===== src/rtl/game_phase_sequencer.sv =====
// -----------------------------------------------------------------------------
// game_phase_sequencer
//
// Top-level phase sequencer for the symbol-counting game. It owns the 1 s
// timebase, the length of every phase, the answer judgement and the level
// progression. It drives one-hot phase flags into the 7-segment display
// controller, plus the page index used by the post-phase segment mux.
//
// Phase order: IDLE -> PRE -> GAME -> ANSWER -> POST -> (PRE | LOSE | VICTORY)
// LOSE and VICTORY are sticky until start, which returns to IDLE.
//
// Ports:
//   Clk100M    in   system clock
//   Rst        in   asynchronous reset, active-high
//   start      in   single-cycle start/restart pulse (debounced)
//   submit     in   single-cycle answer submit pulse (debounced)
//   userCount  in   [7:0] player's entered count
//   gameCount  in   [7:0] true symbol count of the current round
//   pre, game, answer, post, lose, victory
//              out  one-hot phase flags, all low in IDLE
//   postPage   out  [1:0] 0 = P1 count, 1 = game count, 2 = difference, 3 = result
//   level      out  [3:0] levels passed so far, saturates at MAX_LEVEL
//   secTick    out  one-cycle pulse once per second
//
// Optional feature macro: ANSWER_TIMEOUT_EN
//   Defined   : ANSWER gives up after ANSWER_SEC seconds without a submit and
//               moves to POST with the round judged as failed.
//   Undefined : ANSWER waits for submit indefinitely.
// -----------------------------------------------------------------------------
module game_phase_sequencer #(
  parameter int CLK_HZ     = 100000000,
  parameter int PRE_SEC    = 3,
  parameter int GAME_SEC   = 10,
  parameter int PAGE_SEC   = 2,
  parameter int TOL        = 0,
  parameter int MAX_LEVEL  = 5,
  parameter int ANSWER_SEC = 15
) (
  input  logic       Clk100M,
  input  logic       Rst,
  input  logic       start,
  input  logic       submit,
  input  logic [7:0] userCount,
  input  logic [7:0] gameCount,
  output logic       pre,
  output logic       game,
  output logic       answer,
  output logic       post,
  output logic       lose,
  output logic       victory,
  output logic [1:0] postPage,
  output logic [3:0] level,
  output logic       secTick
);

  // Divider width covers 0..CLK_HZ-1; second counter covers the longest phase.
  localparam int DIV_W     = (CLK_HZ > 1) ? $clog2(CLK_HZ) : 1;
  localparam int SEC_MAX_A = (PRE_SEC > GAME_SEC) ? PRE_SEC : GAME_SEC;
  localparam int SEC_MAX_B = (PAGE_SEC > ANSWER_SEC) ? PAGE_SEC : ANSWER_SEC;
  localparam int SEC_MAX   = (SEC_MAX_A > SEC_MAX_B) ? SEC_MAX_A : SEC_MAX_B;
  localparam int SEC_W     = $clog2(SEC_MAX + 1);

  localparam logic [DIV_W-1:0] DIV_LAST  = DIV_W'(CLK_HZ - 1);
  localparam logic [SEC_W-1:0] PRE_LAST  = SEC_W'(PRE_SEC - 1);
  localparam logic [SEC_W-1:0] GAME_LAST = SEC_W'(GAME_SEC - 1);
  localparam logic [SEC_W-1:0] PAGE_LAST = SEC_W'(PAGE_SEC - 1);
  localparam logic [3:0]       MAX_LVL   = 4'(MAX_LEVEL);

  typedef enum logic [2:0] {
    S_IDLE,
    S_PRE,
    S_GAME,
    S_ANSWER,
    S_POST,
    S_LOSE,
    S_VICTORY
  } state_t;

  state_t           state_q, state_d;
  logic [DIV_W-1:0] div_q, div_d;
  logic [SEC_W-1:0] sec_q, sec_d;
  logic [1:0]       page_q, page_d;
  logic [3:0]       level_q, level_d;
  logic             pass_q, pass_d;
  logic             sec_tick_q;
  logic             pre_q, game_q, answer_q, post_q, lose_q, victory_q;
  logic             pre_d, game_d, answer_d, post_d, lose_d, victory_d;

  logic             tick;
  logic [8:0]       diff;
  logic [8:0]       abs_diff;
  logic             answer_ok;
  logic [3:0]       level_inc;

  assign tick = (div_q == DIV_LAST);

  // Subtract at 9 bits so a large gap in either direction cannot wrap.
  assign diff      = {1'b0, userCount} - {1'b0, gameCount};
  assign abs_diff  = diff[8] ? (9'd0 - diff) : diff;
  assign answer_ok = (int'({23'd0, abs_diff}) <= TOL);

  assign level_inc = (level_q < MAX_LVL) ? level_q + 4'd1 : level_q;

  // ---------------------------------------------------------------------------
  // State register and all registered outputs.
  // NOTE: every register here is written with <= so all flops update from the
  // same pre-edge values; a blocking = would let later lines see new values.
  // ---------------------------------------------------------------------------
  always_ff @(posedge Clk100M or posedge Rst) begin
    if (Rst) begin
      state_q    <= S_IDLE;
      div_q      <= '0;
      sec_q      <= '0;
      page_q     <= 2'd0;
      level_q    <= 4'd0;
      pass_q     <= 1'b0;
      sec_tick_q <= 1'b0;
      pre_q      <= 1'b0;
      game_q     <= 1'b0;
      answer_q   <= 1'b0;
      post_q     <= 1'b0;
      lose_q     <= 1'b0;
      victory_q  <= 1'b0;
    end else begin
      state_q    <= state_d;
      div_q      <= div_d;
      sec_q      <= sec_d;
      page_q     <= page_d;
      level_q    <= level_d;
      pass_q     <= pass_d;
      sec_tick_q <= tick;
      pre_q      <= pre_d;
      game_q     <= game_d;
      answer_q   <= answer_d;
      post_q     <= post_d;
      lose_q     <= lose_d;
      victory_q  <= victory_d;
    end
  end

  // ---------------------------------------------------------------------------
  // Next-state logic, including the timebase and the round bookkeeping.
  // NOTE: every variable gets a default before the case statement, so no path
  // leaves one unassigned and no latch is inferred.
  // ---------------------------------------------------------------------------
  always_comb begin
    state_d = state_q;
    div_d   = tick ? '0 : div_q + DIV_W'(1);
    sec_d   = tick ? sec_q + SEC_W'(1) : sec_q;
    page_d  = page_q;
    level_d = level_q;
    pass_d  = pass_q;

    case (state_q)
      S_IDLE: begin
        if (start) state_d = S_PRE;
      end
      S_PRE: begin
        if (tick && sec_q == PRE_LAST) state_d = S_GAME;
      end
      S_GAME: begin
        if (tick && sec_q == GAME_LAST) state_d = S_ANSWER;
      end
      S_ANSWER: begin
        // submit takes priority over a simultaneous start (start is ignored).
        if (submit) begin
          pass_d  = answer_ok;
          state_d = S_POST;
        end
`ifdef ANSWER_TIMEOUT_EN
        else if (tick && sec_q == SEC_W'(ANSWER_SEC - 1)) begin
          pass_d  = 1'b0;
          state_d = S_POST;
        end
`endif
      end
      S_POST: begin
        if (tick && sec_q == PAGE_LAST) begin
          sec_d = '0;
          if (page_q == 2'd3) begin
            if (pass_q) begin
              level_d = level_inc;
              state_d = (level_inc == MAX_LVL) ? S_VICTORY : S_PRE;
            end else begin
              state_d = S_LOSE;
            end
          end else begin
            page_d = page_q + 2'd1;
          end
        end
      end
      S_LOSE, S_VICTORY: begin
        if (start) begin
          level_d = 4'd0;
          state_d = S_IDLE;
        end
      end
      default: state_d = S_IDLE;
    endcase

    // Restart the timebase on every phase entry so each phase is an exact
    // whole number of seconds; the page index only lives inside POST.
    if (state_d != state_q) begin
      div_d  = '0;
      sec_d  = '0;
      page_d = 2'd0;
    end
  end

  // ---------------------------------------------------------------------------
  // Output decode: flags follow the next state so they are registered
  // together with it and change on the same edge as the transition.
  // ---------------------------------------------------------------------------
  always_comb begin
    pre_d     = (state_d == S_PRE);
    game_d    = (state_d == S_GAME);
    answer_d  = (state_d == S_ANSWER);
    post_d    = (state_d == S_POST);
    lose_d    = (state_d == S_LOSE);
    victory_d = (state_d == S_VICTORY);
  end

  assign pre      = pre_q;
  assign game     = game_q;
  assign answer   = answer_q;
  assign post     = post_q;
  assign lose     = lose_q;
  assign victory  = victory_q;
  assign postPage = page_q;
  assign level    = level_q;
  assign secTick  = sec_tick_q;

endmodule

===== config.mk =====
export PLATFORM = sky130hd
export DESIGN_NAME = game_phase_sequencer
export DESIGN_NICKNAME = d
export VERILOG_FILES = /design/src/rtl/game_phase_sequencer.sv
export SDC_FILE = /design/constraint.sdc
export NUM_CORES = 1
export LEC_CHECK = 0
export ABC_AREA = 1
export BUFFER_PORTS_ARGS = -buffer_cell sky130_fd_sc_hd__buf_2
export CAP_MARGIN = 5
export CORE_MARGIN = 2
export CORE_UTILIZATION = 65
export DETAILED_ROUTE_END_ITERATION = 8
export GPL_TIMING_DRIVEN = 0
export PLACE_DENSITY = 0.86
export SLEW_MARGIN = 10
export SYNTH_ARGS = -nofsm -noshare
export SYNTH_HDL_FRONTEND = slang
export SYNTH_SLANG_ARGS = --single-unit
export TNS_END_PERCENT = 5

===== constraint.sdc =====
create_clock -name Clk100M -period 3.51 [get_ports Clk100M]
set_input_delay 0.8775 -clock Clk100M [delete_from_list [all_inputs] [get_ports Clk100M]]
set_output_delay 0.8775 -clock Clk100M [all_outputs]
set_load 0.01 [all_outputs]

* Word level (Yosys, flattened, before mapping)
Index checks and enable logic that the tools add are counted.
** Cells by class
- Equality and inequality tests :: 24
- Reductions and logical operators :: 11
- Order comparisons :: 2
- $add $sub $neg :: 6
- Mux-type cells :: 27
** Operators by type and width (number)
- two-way mux 27 bit :: 2
- two-way mux 4 bit :: 9
- adder 27 x 1 -> 27 bit, second input constant :: 1
- == test 27 bit, second input constant :: 1
- two-way mux 3 bit :: 9
- == test 3 bit, second input constant :: 6
- case mux 3 bit (6 select lines) :: 1
- == test 3 x 2 -> 1 bit, second input constant :: 4
- less-or-equal comparator 9 x 1 -> 1 bit, second input constant :: 1
- two-way mux 9 bit :: 1
- subtractor 1 x 9 -> 9 bit, first input constant :: 1
- subtractor 8 x 8 -> 9 bit :: 1
- adder 4 x 1 -> 4 bit, second input constant :: 2
- two-way mux 2 bit :: 4
- != test 2 bit, second input constant :: 4
- case mux 4 bit (2 select lines) :: 1
- == test 3 x 1 -> 1 bit, second input constant :: 2
- nonzero test 2 bit :: 3
- AND reduction 5 bit :: 1
- == test 4 x 1 -> 1 bit, second input constant :: 1
- == test 4 x 2 -> 1 bit, second input constant :: 1
- == test 4 x 3 -> 1 bit, second input constant :: 1
- == test 4 bit, second input constant :: 1
- less-than comparator 4 x 3 -> 1 bit, second input constant :: 1
- 9 further kinds :: 11
** Storage, ports and cells
- Input port bits :: 20
- Output and inout port bits :: 13
- Register bits :: 48
- Logic and storage cells :: 83

* Depth between registers and ports, before layout
- Word-level depth :: 11
- Mapped depth :: 18
- Gate-level depth less buffers :: 17

* Least setup slack after synthesis
OpenSTA, ideal clock, no wires.
- Path kind :: input port to flip-flop
- Start point :: input userCount[0]
- End point :: register pass_q
- Library setup time :: 0.117 ns
- Path slack :: 0.886 ns
- Stages :: 10
- Data required time :: 3.393 ns
- Arrival :: 2.506 ns
- Path buffers :: 0
- Path through :: inv_1 -> ha_1 -> fa_1 -> o21ai_0 -> a21oi_1 -> o21ai_0 -> xor2_1 -> o21ai_0 -> nand3_1 -> nand2_1
** Between the ends
- Word-level cells in the longest chain between the ends :: 4
** Ends and longest elaborated chain
- from (decl) :: line 43 : input logic [7:0] userCount,
- subtractor 8 x 8 -> 9 bit * :: line 98 : assign diff = {1'b0, userCount} - {1'b0, gameCount};
- subtractor 1 x 9 -> 9 bit :: line 99 : assign abs_diff = diff[8] ? (9'd0 - diff) : diff;
- two-way mux 9 bit * :: line 99
- less-or-equal comparator 9 x 1 -> 1 bit * :: line 100 : assign answer_ok = (int'({23'd0, abs_diff}) <= TOL);
- to (signal assigned) :: line 130 : pass_q <= pass_d;
- to (decl) :: line 84 : logic pass_q, pass_d;
Every way passes the cells marked *; elsewhere a longest branch is shown, timed or not.
A chain may end at the register's enable or synchronous reset.

* Worst setup path after layout
Same ends and word-level chain as after synthesis.

==> results.json <==
{
  "status": "finished clean",
  "synthFlopType": "dfrtp_1",
  "maxCapViolCount": 0,
  "critical_path.endpoint_type": "flop",
  "clock_skew_ps": 10.42,
  "die_w_um": 78.45,
  "portBuffers": 32,
  "layout-drive-gt1-share": 0.2238,
  "cts-root-buf": "clkbuf_8",
  "worstSkewPairLatency_ps": 310,
  "rsz0062_at_grt": "false",
  "gp_congestion": 0.9242,
  "crit_path_frequent_cell": "o21ai_0",
  "final_nets": 540,
  "wl_per_cell_um": 12.24,
  "crit_chain": "buf_2 > inv_1 > ha_1 > fa_1 > o21ai_0 > a21oi_1 > o21ai_0 > xor2_1 > o21ai_0 > nand3_1 > nand2_1",
  "critPathTopFamily": "compound AO/OA/AOI/OAI gates",
  "min_period_over_period": 0.7399,
  "drt_iter0_drc": 149,
  "drc": 0,
  "path_buf_inv": 2,
  "cts_resized": 0,
  "vias": 3053,
  "wl_mm": 7.060,
  "drtAntennaViolNets": 0,
  "synth_top_area_frac": 0.3334,
  "dieArea_um2": 6154,
  "synthTopCellsByArea": "dfrtp_1, nor2_4, nand2_1",
  "syn_area_per_cell_um2": 7.763,
  "clock.fmax_mhz": 385.1,
  "detail_route.vias_per_cell": 5.291,
  "die_y_um": 78.45,
  "critPathMaxFanout": 3,
  "crit_required_ps": 3710,
  "yosysWarnings": 0,
  "hold_class": "input port to asynchronous set/reset pin",
  "row_count": 27,
  "finalSetupViolCount": 0,
  "arrival_ps": 2800,
  "first_pass_iters": 4,
  "setup_tns_ps": 0,
  "diodes": 0,
  "cts_made_buffers": 5,
  "ys_seq_elements": 48,
  "slowest_delay_ps": 410,
  "grt_pass1_wl_mm": 12.72,
  "powerDensity_nw_per_um2": 321.7,
  "synthArstFlopShare": 1.000,
  "worstSetupStartpointType": "input port",
  "cts_hold_buf": 0,
  "syn_area_um2": 3602,
  "report.final.hold_viol_count": 0,
  "syn_inst": 464,
  "area_growth_pct": 10.70,
  "clockBufferDepth": 2,
  "grt_max_degree": 32,
  "power_leakage_nw": 1.971,
  "place_hpwl_mm": 5.498,
  "peakVddDrop_mv": 0.2540,
  "hold_slack_ps": 533.4,
  "fin_crit_ps": 2597,
  "grt_overflow_total": 0,
  "cts.sinks": 48,
  "drv_slew": 0,
  "io_pins": 33,
  "timing.slew.headroom": 0.6909,
  "start_util": 0.6623,
  "dp.cells": 569,
  "clk_pin_slew_ps": 100,
  "grt_usage": 0.2544,
  "worst_slew_pin_slew_ps": 460.1,
  "core-area_um2": 5439,
  "synth_fp_nets": 500,
  "final_cell_count_no_fill": 577,
  "htreeDepth": 2,
  "antenna_found_initial": 0,
  "final_util": 0.7331,
  "synth_edf_count": 0,
  "crit_type": "input port to flop",
  "tritoncts": "yes",
  "cts_setup_buffers": 0,
  "grt_pass1_vias": 3025,
  "critPathSlowestCell": "fa_1",
  "synth.distinct_cells": 36,
  "seq_area_frac_synth": 0.3334,
  "synth_top_cell_by_area": "dfrtp_1"
}
==> sequential cells by signal, indices dropped and copies added (netlist names), 2 cells and up <==
| name | flops |
|---|---|
| div_q | 27 |
| postPage | 2 |
| state_q | 3 |
| level | 4 |
| sec_q | 4 |
==> worst paths after layout <==
check,depth (start not counted),from,endpoint,slack [ps]
worst max-delay path,11,userCount[0],pass_q$_DFFE_PP0P_,910
worst min-delay path,2,Rst,postPage[1]$_DFFE_PP0P_,530
worst max register to register,18,level[0]$_DFFE_PP0P_,div_q[10]$_DFF_PP0_,1240
worst min register to register,2,sec_q[3]$_DFF_PP0_,sec_q[3]$_DFF_PP0_,580
max in group asynchronous,3,Rst,sec_q[0]$_DFF_PP0_,2480
min in group Clk100M,2,sec_q[3]$_DFF_PP0_,sec_q[3]$_DFF_PP0_,580
==> power breakdown <==
group | internal [mW] | leakage (nW) | switching (mW) | total (mW)
Combinational | 0.111 | 1.28 | 0.162 | 0.273
Clock | 0.215 | 0.0548 | 0.201 | 0.416
Sequential | 0.575 | 0.636 | 0.0185 | 0.593
Total | 0.901 | 1.97 | 0.382 | 1.28
==> cells in the mapped netlist, types with 2 or more instances <==
cell type / n
a21oi_1: 12
a31oi_1: 2
buf_12: 3
dfrtp_1: 48
ha_1: 15
inv_1: 67
inv_2: 13
nand2_1: 92
nand2_2: 7
nand2_4: 2
nand3_1: 42
nand3_2: 4
nand3b_1: 5
nand4_1: 12
nor2_1: 40
nor2_4: 34
nor3_1: 13
o211ai_1: 2
o21ai_0: 11
o31ai_1: 2
or2_2: 5
xnor2_1: 4
xor2_1: 16
==> cells by family after synthesis <==
| group | share of synthesized area |
|---|---|
| flops | 0.3334 |
| fa+ha+maj | 0.05766 |
| buf+inv | 0.1011 |
| compound gates | 0.05557 |
| mux | 0.003126 |
| xor+xnor | 0.04863 |
| simple gates | 0.4005 |
==> per-stage QoR <==
step	area (um2)	total power, mW	worst slack, ps
finish	3988	1.283	913.1
global route	3988	1.349	705.1
CTS	3988	1.294	928.7
detailed placement	3872	0.8794	606.8
global placement	3852	0.8637	643.0
floorplan	3602	0.8243	886.3
==> layout by cell type (no fill, tap or decap), drive strengths merged, types with 2 or more instances in the layout <==
master,instances
buf,36
o31ai,2
clkbuf,5
nand3b,5
inv,81
nand4,12
xor2,16
nand3,46
nor3,13
o211ai,2
dfrtp,48
nor2,76
ha,15
a31oi,2
or2,5
xnor2,4
nand2,101
o21ai,12
a21oi,12
==> area by class of cell <==
type | count | area, um2
clock inverters | 3 | 46.29
multi-input cells | 332 | 2037
flip-flops and latches | 48 | 1201
repair buffers | 33 | 180.2
clock buffers | 5 | 68.82
plain buffers | 3 | 60.06
fillers | 404 | 1451
inverters | 81 | 304.0
well taps | 72 | 90.09
==> per-layer routing <==
layer	part of all wire	GRT usage
met1	0.44	0.3113
met2	0.50	0.4543
met3	0.042	0.04598
met4	0.017	0.08070
met5	0	0
No activity file was read; power rests on OpenSTA's default activity.
